### config.mk
export PLATFORM = sky130hd
export DESIGN_NAME = serial_add_sched
export DESIGN_NICKNAME = d
export VERILOG_FILES = /design/src/rtl/serial_add_sched_pkg.sv /design/src/rtl/serial_add_sched_adder.sv /design/src/rtl/serial_add_sched.sv
export SDC_FILE = /design/constraint.sdc
export NUM_CORES = 1
export LEC_CHECK = 0
export BUFFER_PORTS_ARGS = -buffer_cell sky130_fd_sc_hd__buf_2
export CAP_MARGIN = 20
export CORE_AREA = 2 2 110 112
export CTS_BUF_LIST = sky130_fd_sc_hd__clkbuf_8
export CTS_CLUSTER_DIAMETER = 80
export CTS_CLUSTER_SIZE = 24
export DETAILED_ROUTE_END_ITERATION = 16
export DIE_AREA = 0 0 112 114
export GPL_TIMING_DRIVEN = 1
export PLACE_DENSITY = 0.71
export SYNTH_ARGS = -nofsm -noshare
export SYNTH_HDL_FRONTEND = slang
export SYNTH_HIERARCHICAL = 1
export SYNTH_SLANG_ARGS = --single-unit
### constraint.sdc
create_clock -name clk -period 6.33 [get_ports clk]
set_input_delay 0 -clock clk [delete_from_list [all_inputs] [get_ports clk]]
set_output_delay 0 -clock clk [all_outputs]
set_load 0.005 [all_outputs]
### src/rtl/serial_add_sched_pkg.sv
// Shared definitions for the serial adder family: FSM encoding and
// default slice geometry.
package serial_add_sched_pkg;

    localparam int unsigned DEFAULT_N      = 8;
    localparam int unsigned DEFAULT_CHUNKS = 4;

    typedef enum logic [1:0] {
        ST_IDLE = 2'd0,
        ST_BUSY = 2'd1,
        ST_DONE = 2'd2
    } state_e;

endpackage

### src/rtl/serial_add_sched_adder.sv
// Plain WIDTH-bit adder with carry out and no carry in.
module adderNbit_carry #(
    parameter int unsigned WIDTH = 9
) (
    input  logic [WIDTH-1:0] a,
    input  logic [WIDTH-1:0] b,
    output logic [WIDTH-1:0] sum,
    output logic             cout
);

    // Zero-extend both operands so the top bit of the result is the carry.
    always_comb begin
        {cout, sum} = {1'b0, a} + {1'b0, b};
    end

endmodule

### src/rtl/serial_add_sched.sv
// Two-requester W-bit adder that shares a single N-bit slice, processing
// one chunk per cycle (LSB first) under round-robin arbitration.
module serial_add_sched
    import serial_add_sched_pkg::*;
#(
    parameter  int unsigned N      = DEFAULT_N,
    parameter  int unsigned CHUNKS = DEFAULT_CHUNKS,
    localparam int unsigned W      = N * CHUNKS
) (
    input  logic         clk,
    input  logic         rst_n,
    input  logic         req0_valid,
    input  logic [W-1:0] req0_a,
    input  logic [W-1:0] req0_b,
    output logic         req0_ready,
    input  logic         req1_valid,
    input  logic [W-1:0] req1_a,
    input  logic [W-1:0] req1_b,
    output logic         req1_ready,
    output logic         rsp_valid,
    output logic         rsp_id,
    output logic [W-1:0] rsp_sum,
    output logic         rsp_cout,
    input  logic         rsp_ready
);

    localparam int unsigned    KW     = (CHUNKS > 1) ? $clog2(CHUNKS) : 1;
    localparam logic [KW-1:0]  K_LAST = KW'(CHUNKS - 1);
    localparam logic [W-1:0]   CHUNK_MASK = W'({N{1'b1}});

    state_e          state_q, state_d;
    logic [KW-1:0]   k_q, k_d;
    logic [W-1:0]    a_q, a_d;
    logic [W-1:0]    b_q, b_d;
    logic [W-1:0]    sum_q, sum_d;
    logic            carry_q, carry_d;
    logic            id_q, id_d;
    logic            last_q, last_d;

    logic            any_req;
    logic            gnt_id;
    logic            idle_open;
    int unsigned     shamt;
    logic [N-1:0]    a_chunk;
    logic [N-1:0]    b_chunk;
    logic [N:0]      adder_a;
    logic [N:0]      adder_b;
    logic [N:0]      adder_sum;
    logic            adder_cout;
    logic            adder_lsb_unused;

    // Round-robin grant: on contention the requester not granted last wins.
    always_comb begin
        any_req = req0_valid | req1_valid;
        if (req0_valid && req1_valid) begin
            gnt_id = ~last_q;
        end else begin
            gnt_id = req1_valid;
        end
        idle_open  = rst_n && (state_q == ST_IDLE) && any_req;
        req0_ready = idle_open && !gnt_id;
        req1_ready = idle_open && gnt_id;
    end

    // Select the current chunk and build the carry-injecting adder operands.
    always_comb begin
        shamt   = 32'(k_q) * N;
        a_chunk = N'(a_q >> shamt);
        b_chunk = N'(b_q >> shamt);
        // With carry in the LSB of both operands, bit 0 sums to 2*carry,
        // which ripples into bit 1; sum[N:1] is then a_chunk+b_chunk+carry.
        adder_a = {a_chunk, carry_q};
        adder_b = {b_chunk, carry_q};
    end

    adderNbit_carry #(
        .WIDTH (N + 1)
    ) u_slice (
        .a    (adder_a),
        .b    (adder_b),
        .sum  (adder_sum),
        .cout (adder_cout)
    );

    // Bit 0 of the slice result only absorbs the injected carry.
    assign adder_lsb_unused = adder_sum[0];

    // Next-state and datapath update for IDLE/BUSY/DONE.
    always_comb begin
        state_d = state_q;
        k_d     = k_q;
        a_d     = a_q;
        b_d     = b_q;
        sum_d   = sum_q;
        carry_d = carry_q;
        id_d    = id_q;
        last_d  = last_q;
        case (state_q)
            ST_IDLE: begin
                if (any_req) begin
                    a_d     = gnt_id ? req1_a : req0_a;
                    b_d     = gnt_id ? req1_b : req0_b;
                    id_d    = gnt_id;
                    last_d  = gnt_id;
                    carry_d = 1'b0;
                    k_d     = '0;
                    state_d = ST_BUSY;
                end
            end
            ST_BUSY: begin
                sum_d   = (sum_q & ~(CHUNK_MASK << shamt))
                        | (W'(adder_sum[N:1]) << shamt);
                carry_d = adder_cout;
                if (k_q == K_LAST) begin
                    k_d     = '0;
                    state_d = ST_DONE;
                end else begin
                    k_d = k_q + KW'(1);
                end
            end
            ST_DONE: begin
                if (rsp_ready) begin
                    state_d = ST_IDLE;
                end
            end
            default: begin
                state_d = ST_IDLE;
            end
        endcase
    end

    // State register with synchronous active-low reset.
    always_ff @(posedge clk) begin
        if (!rst_n) begin
            state_q <= ST_IDLE;
            k_q     <= '0;
            a_q     <= '0;
            b_q     <= '0;
            sum_q   <= '0;
            carry_q <= 1'b0;
            id_q    <= 1'b0;
            last_q  <= 1'b1;
        end else begin
            state_q <= state_d;
            k_q     <= k_d;
            a_q     <= a_d;
            b_q     <= b_d;
            sum_q   <= sum_d;
            carry_q <= carry_d;
            id_q    <= id_d;
            last_q  <= last_d;
        end
    end

    assign rsp_valid = rst_n && (state_q == ST_DONE);
    assign rsp_id    = id_q;
    assign rsp_sum   = sum_q;
    assign rsp_cout  = carry_q;

endmodule

==> impl_metrics.py, run 1 <==
metrics = {
    "outcome": {
        "run_status": "finished, violations left",
        "failed_checks": "hold timing",
    },
    "synth": {
        "synth_area_per_cell_sq_um": 10.6,
        "yosys_warnings": 6,
        "share_of_the_synthesized_netlist_area_taken_by_xor_and_xnor_gates_pct": 1.20,
        "yosys.area_share.adder_pct": 3.58,
        "mappedNetlistArea_sq_mm": 0.00510,
        "yosys.area_share.simple_pct": 4.39,
        "synth_enable_flop_cells": 0,
        "synthArstFlopShare_pct": 0,
        "postSynthRegisterBits": 103,
        "postSynthCellCount": 482,
        "synth-seq-area-share_pct": 40.5,
        "synth_compound_gate_area_share_pct": 25.6,
        "synth_flop_cell": "dfxtp_1",
        "yosys-mux-area-fraction_pct": 19.6,
        "dominant_combinational_cell_family_by_area_after_synthesis": "compound AO/OA/AOI/OAI gates",
        "yosys.cell_types.count": 45,
        "postSynthNetCount": 629,
    },
    "timing": {
        "finalClockSkew_ns": 0.0236,
        "rsz_0062_raised_after_global_routing": "no",
        "setup_total_negative_slack_ns": 0,
        "setup_viol": 0,
        "timing.fmax_ghz": 0.324,
        "finalHoldViolations": 12,
        "timing_worst_slew_pin_value_ns": 0.982,
        "finalHoldWorstSlack_ns": -0.0151,
        "post-route-period-util_pct": 48.8,
        "timing.final.crit_period_ns": 3.09,
        "final-max-slew-violation-count": 0,
        "slew_headroom_pct": 34.5,
    },
    "routing": {
        "via_count": 4537,
        "routed_wl_microns": 14000,
        "detail_route.first_pass.iterations": 4,
        "route.detailed.wl_per_inst_microns": 17.1,
        "detail-route-antenna-nets": 0,
        "initialDrtViolationCount": 355,
        "via_per_inst": 5.55,
        "post-route-drc-count": 0,
    },
    "clocking": {
        "clk-insertion-delay-late_ns": 0.38,
        "tritoncts_clock_tree": "built",
        "clk_pin_slew_ns": 0.11,
        "cts_root_buf": "clkbuf_8",
        "cts-buffers-inserted": 9,
        "cts-resized-gates": 0,
        "cts_buffer_depth": 2,
        "post_cts_buffers": 0,
        "clock_tree.htree_level_count": 3,
        "cts.sink_count": 103,
    },
    "layout": {
        "synthToLayoutAreaGrowth_pct": 30.3,
        "final_cells": 817,
        "layout_net_count": 814,
        "insertedDiodeCount": 0,
        "finish.utilization_pct": 56.7,
        "drive_gt1_share_pct": 32.8,
    },
    "placement": {
        "hpwlAfterDp_microns": 9880,
        "numPortBuffers": 169,
        "placed_insts": 757,
        "place.gp.congestion": 0.860,
    },
    "critical_path": {
        "critical_path.max_fanout": 22,
        "criticalPathCategory": "reg2reg",
        "reg2reg_depth": 9,
        "rr_startpoint": "k_q[1]",
        "worst_setup_path_start_kind": "register",
        "critical_path_endpoint_category": "register",
        "worst-endpoint-arrival_ns": 3.39,
        "crit_required_ns": 6.63,
        "critPathLaunch": "k_q[1]",
    },
    "worst_hold_path": {
        "worst_hold_path.num_cells": 3,
        "worst_hold_startpoint": "req0_a[2]",
        "timing.hold.worst.class": "in2reg",
    },
    "global_route": {
        "first_global_vias": 4365,
        "global_route.overflow_total": 0,
        "first_pass_grt_wire_length_microns": 22100,
        "globalRouteTotalUtil_pct": 21.4,
        "grt_max_degree": 75,
        "antenna_found_initial": 0,
    },
    "flow_run": {
        "max_cap_violation_count": 0,
    },
    "floorplanning": {
        "starting_utilization_of_the_core_area_pct": 43.5,
        "dieHeight_microns": 114,
        "core_area_sq_mm": 0.0117,
        "die_area_sq_mm": 0.0128,
        "placementRows": 40,
        "die_w_microns": 112,
        "io_pins": 170,
    },
    "power_and_ir_drop": {
        "power.static_leakage_nw": 3.02,
        "power_density_mw_per_mm2": 237,
        "vdd.ir_drop.worst_v": 0.000133,
    },
}
layout by cell type (no fill, tap or decap), types with 4 or more instances in the layout:
cell,Yosys,layout
clkbuf_8,0,9
buf_2,23,169
o21ai_0,4,4
dlygate4sd3_1,0,45
buf_4,1,5
nand2_1,10,10
a21oi_1,71,71
dfxtp_1,103,103
ha_1,13,13
o2bb2ai_1,9,9
mux2i_1,64,64
mux4_2,16,16
inv_1,6,6
xor2_1,4,4
a32o_1,25,25
nor2_1,7,6
a211oi_1,64,64
routing by layer:
metal	up-vias	global-route usage, %	share of wire (%)
li1	2245	-	-
met1	2129	27.8	45
met2	141	37.0	48
met3	22	3.35	4.9
met4	0	6.83	2.0
met5	-	0	0
path summary, 6_finish.rpt:
path / to / slack, ns
setup / recovery: rsp_sum[29] / 3.24
hold / removal: a_q[2] / -0.02
setup reg to reg: rsp_sum[29] / 3.24
hold reg to reg: rsp_sum[10] / 0.47
synth_stat cells (all sizes together) (2+ instances only):
cell / number / area, sq um
dfxtp: 103 / 2060
a21oi: 73 / 373
a211oi: 64 / 480
mux2i: 64 / 641
buf: 28 / 168
a32o: 25 / 250
clkbuf: 18 / 67.6
mux4: 16 / 360
ha: 13 / 163
nand2: 10 / 37.5
o2bb2ai: 9 / 78.8
nor2: 8 / 37.5
inv: 7 / 26.3
nor3: 5 / 40.0
o21ai: 4 / 20.0
or2: 4 / 25.0
xor2: 4 / 35.0
xnor2: 3 / 26.3
a21o: 2 / 15.0
nand2b: 2 / 12.5
nand3: 2 / 10.0
nor2b: 2 / 22.5
o21a: 2 / 15.0
worst max-delay path: stages (launching register included):
cell       delay [ns]
dfxtp_1          0.96
mux4_2           0.38
inv_1            0.06
fa_1             0.49
nor2b_4          0.14
o2111ai_1        0.16
nand3b_1         0.17
xor2_1           0.39
nand2_1          0.09
o2bb2ai_1        0.15
registers in the layout, summed over array words and instances, names as in the netlist:
name and flops:
a_q 32, b_q 32, k_q 2, last_q 1, rsp_cout 1, rsp_id 1
rsp_sum 32, state_q 2
final cells by class:
type,instances,area [sq um]
fillers,979,5070
flip-flops and latches,103,2060
clock inverters,5,106
multi-input cells,326,2790
well taps,147,184
clock buffers,9,124
inverters,7,26.3
repair buffers,220,1350
through the flow:
stage	area, sq um	worst slack, ns	hold WS (ns)	total power (W)
2_1_floorplan	5100	3.77	0.234	0.000967
3_3_place_gp	5940	3.46	0.353	0.00107
3_5_place_dp	5940	3.34	0.360	0.00108
4_1_cts	6580	3.30	0.000914	0.00158
5_1_grt	6640	3.02	0.00713	0.00165
6_report	6640	3.24	-0.0151	0.00158
kinds of logic (layout without fill, tap and decap cells):
kind of cell               after synthesis  count (layout)
adders and majority gates               14              14
xor gates and xnor gates                 7               7
and+or+nand+nor                         38              38
buffers and inverters                   53             241
muxes                                   80              80
AOI/OAI and AO/OA                      187             187
DFF                                    103             103
timing repair:
item | in CTS | in global routing
endpoints found under the hold margin | 26 | 3
hold buffers | 41 | 4
endpoints found under the setup margin | 0 | 0
where the power goes:
group | switching [W] | internal (W) | total [W]
clock | 0.000220 | 0.000260 | 0.000480
sequential | 0.0000352 | 0.000698 | 0.000733
combinational | 0.000188 | 0.000177 | 0.000365
total | 0.000443 | 0.00113 | 0.00158
Power figures use the tool's default switching activity.
==> run 2: changes to the inputs <==
- clock period: 6.33 -> 3.2 ns (I/O delays scaled with it)
==> run 2 against run 1 <==
The run still ends with hold timing left. Register-to-register slack got worse by 2.9 ns. Sequential power increased by 98%. Sequential share of layout area down 0.087 points. Clock skew decreased by 0.013 ns. Largest power group unchanged.
==> impl_metrics.py, run 2 (synthesized netlist as in run 1, its figures left out) <==
metrics = {
    "global_route": {
        "global_route.overflow_total": 0,
        "globalRouteTotalUtil_pct": 22.1,
        "first_global_vias": 4528,
        "first_pass_grt_wire_length_microns": 22800,
        "grt_max_degree": 65,
        "antenna_found_initial": 0,
    },
    "critical_path": {
        "criticalPathCategory": "reg2reg",
        "r2r_setup_slack_ns": 0.32,
        "worstPathCellList": "buf_12, mux4_2, ha_1, a21o_1, a21oi_2, o21ai_0, xor2_1, nand2_1, o2bb2ai_1",
        "reg2reg_depth": 9,
        "crit_end": "rsp_sum[28]",
        "worst_path_largest_cell_delay_ns": 0.54,
        "worst_setup_path_start_kind": "register",
        "critPathLaunch": "k_q[0]",
        "worst-path-buf-inv": 1,
        "rr_startpoint": "k_q[0]",
        "critical_path_endpoint_category": "register",
        "critPathTopFamily": "compound AO/OA/AOI/OAI gates",
        "number_of_cells_on_the_critical_path": 9,
        "worst-endpoint-arrival_ns": 3.18,
        "capturing_point_of_the_worst_reg2reg_path": "rsp_sum[28]",
        "critical_path.max_fanout": 19,
        "crit_slowest_cell": "mux4_2",
        "crit_required_ns": 3.50,
    },
    "placement": {
        "place.gp.congestion": 0.832,
        "numPortBuffers": 169,
        "hpwlAfterDp_microns": 10200,
        "pre_cts_ws_ns": 0.352,
    },
    "clocking": {
        "clk_pin_slew_ns": 0.10,
        "cts_root_buf": "clkbuf_8",
        "cts-buffers-inserted": 9,
        "clk-insertion-delay-late_ns": 0.37,
        "clock_tree.htree_level_count": 3,
        "cts-resized-gates": 0,
        "cts.sink_count": 103,
        "tritoncts_clock_tree": "built",
        "cts_buffer_depth": 2,
    },
    "routing": {
        "routed_wl_microns": 14400,
        "route.detailed.wl_per_inst_microns": 17.5,
        "initialDrtViolationCount": 277,
        "post-route-drc-count": 0,
        "via_count": 4690,
        "detail_route.first_pass.iterations": 5,
        "via_per_inst": 5.71,
        "detail-route-antenna-nets": 0,
    },
    "layout": {
        "layout_commonest_cell": "buf_2",
        "mostFrequentLayoutCells": "buf_2 (169), dfxtp_1 (103), a21oi_1 (71)",
        "synthToLayoutAreaGrowth_pct": 30.7,
        "drive_gt1_share_pct": 33.5,
        "layout_net_count": 817,
        "insertedDiodeCount": 0,
        "fillCellCount": 978,
    },
    "power_and_ir_drop": {
        "power_density_mw_per_mm2": 455,
        "power.static_leakage_nw": 3.04,
        "vdd.ir_drop.worst_v": 0.000267,
    },
    "floorplanning": {
        "die_w_microns": 112,
        "io_pins": 170,
        "placementRows": 40,
        "die_area_sq_mm": 0.0128,
        "starting_utilization_of_the_core_area_pct": 43.5,
        "core_area_sq_mm": 0.0117,
        "dieHeight_microns": 114,
    },
    "flow_run": {
        "max_cap_violation_count": 0,
    },
    "timing": {
        "timing_worst_slew_pin_value_ns": 0.789,
        "post-route-period-util_pct": 90.0,
        "timing.final.crit_period_ns": 2.88,
        "finalClockSkew_ns": 0.0103,
        "post-route-worst-setup-slack_ns": 0.321,
        "rsz_0062_raised_after_global_routing": "no",
        "finalHoldWorstSlack_ns": -0.0153,
        "setup_viol": 0,
        "timing.fmax_ghz": 0.347,
        "slew_headroom_pct": 47.4,
        "setup_total_negative_slack_ns": 0,
        "finalHoldViolations": 8,
        "final-max-slew-violation-count": 0,
    },
    "worst_hold_path": {
        "timing.hold.worst.class": "in2reg",
        "worst_hold_path.num_cells": 3,
    },
    "outcome": {
        "failed_checks": "hold timing",
        "run_status": "finished, violations left",
    },
}
run 2: worst min path at each step:
stage	startpoint	endpoint	slack, ns
2_1_floorplan	rsp_ready	state_q[1]	0.23
3_3_place_gp	rsp_ready	state_q[1]	0.35
3_5_place_dp	rsp_ready	state_q[1]	0.35
4_1_cts	req0_a[18]	a_q[18]	0.001
5_1_grt	req1_a[27]	a_q[27]	0.003
6_report	req1_a[27]	a_q[27]	-0.02
run 2: power breakdown:
part           total, W  internal [W]  leakage, nW  switching (W)
registers       0.00145       0.00138        0.848      0.0000714
logic          0.000734      0.000356         2.09       0.000379
clock network  0.000843      0.000373        0.102       0.000471
total           0.00303       0.00211         3.04       0.000921
run 2: tightest hold or removal path: stages:
cell	delay, ns
buf_2	0.10
mux2i_1	0.13
a211oi_1	0.09
run 2: per-layer routing:
metal	share of wire [%]	vias up	track usage, %
met4	2.4	0	6.75
met2	49	200	38.9
met5	0	-	0
met1	42	2206	28.0
met3	6.2	31	3.88
li1	-	2253	-
run 2: final cells by class:
| cell class | instances | area (sq um) | area share [%] |
|---|---|---|---|
| Multi-Input combinational cell | 326 | 2790 | 41.8 |
| Inverter | 7 | 26.3 | 0.394 |
| Clock inverter | 7 | 80.1 | 1.20 |
| Sequential cell | 103 | 2060 | 30.9 |
| Timing Repair Buffer | 223 | 1400 | 21.0 |
| Clock buffer | 9 | 124 | 1.86 |
| Tap cell | 147 | 184 | 2.76 |
run 2: stage by stage:
step	total power (W)	hold WS [ns]	instances	util, %	area [sq um]
3_3_place_gp	0.00213	0.347	761	51.2	6000
4_1_cts	0.00303	0.00129	818	56.5	6610
5_1_grt	0.00317	0.00321	822	56.9	6660
3_5_place_dp	0.00216	0.353	761	51.2	6000
6_report	0.00303	-0.0153	822	56.9	6660
2_1_floorplan	0.00191	0.234	482	-	5100
run 2: what timing repair did:
item / 4_1_cts / 5_1_grt
hold buffers: 41 / 3
setup endpoints to repair: 0 / 0
hold endpoints to repair: 26 / 2
buffers inserted: 0 / 0
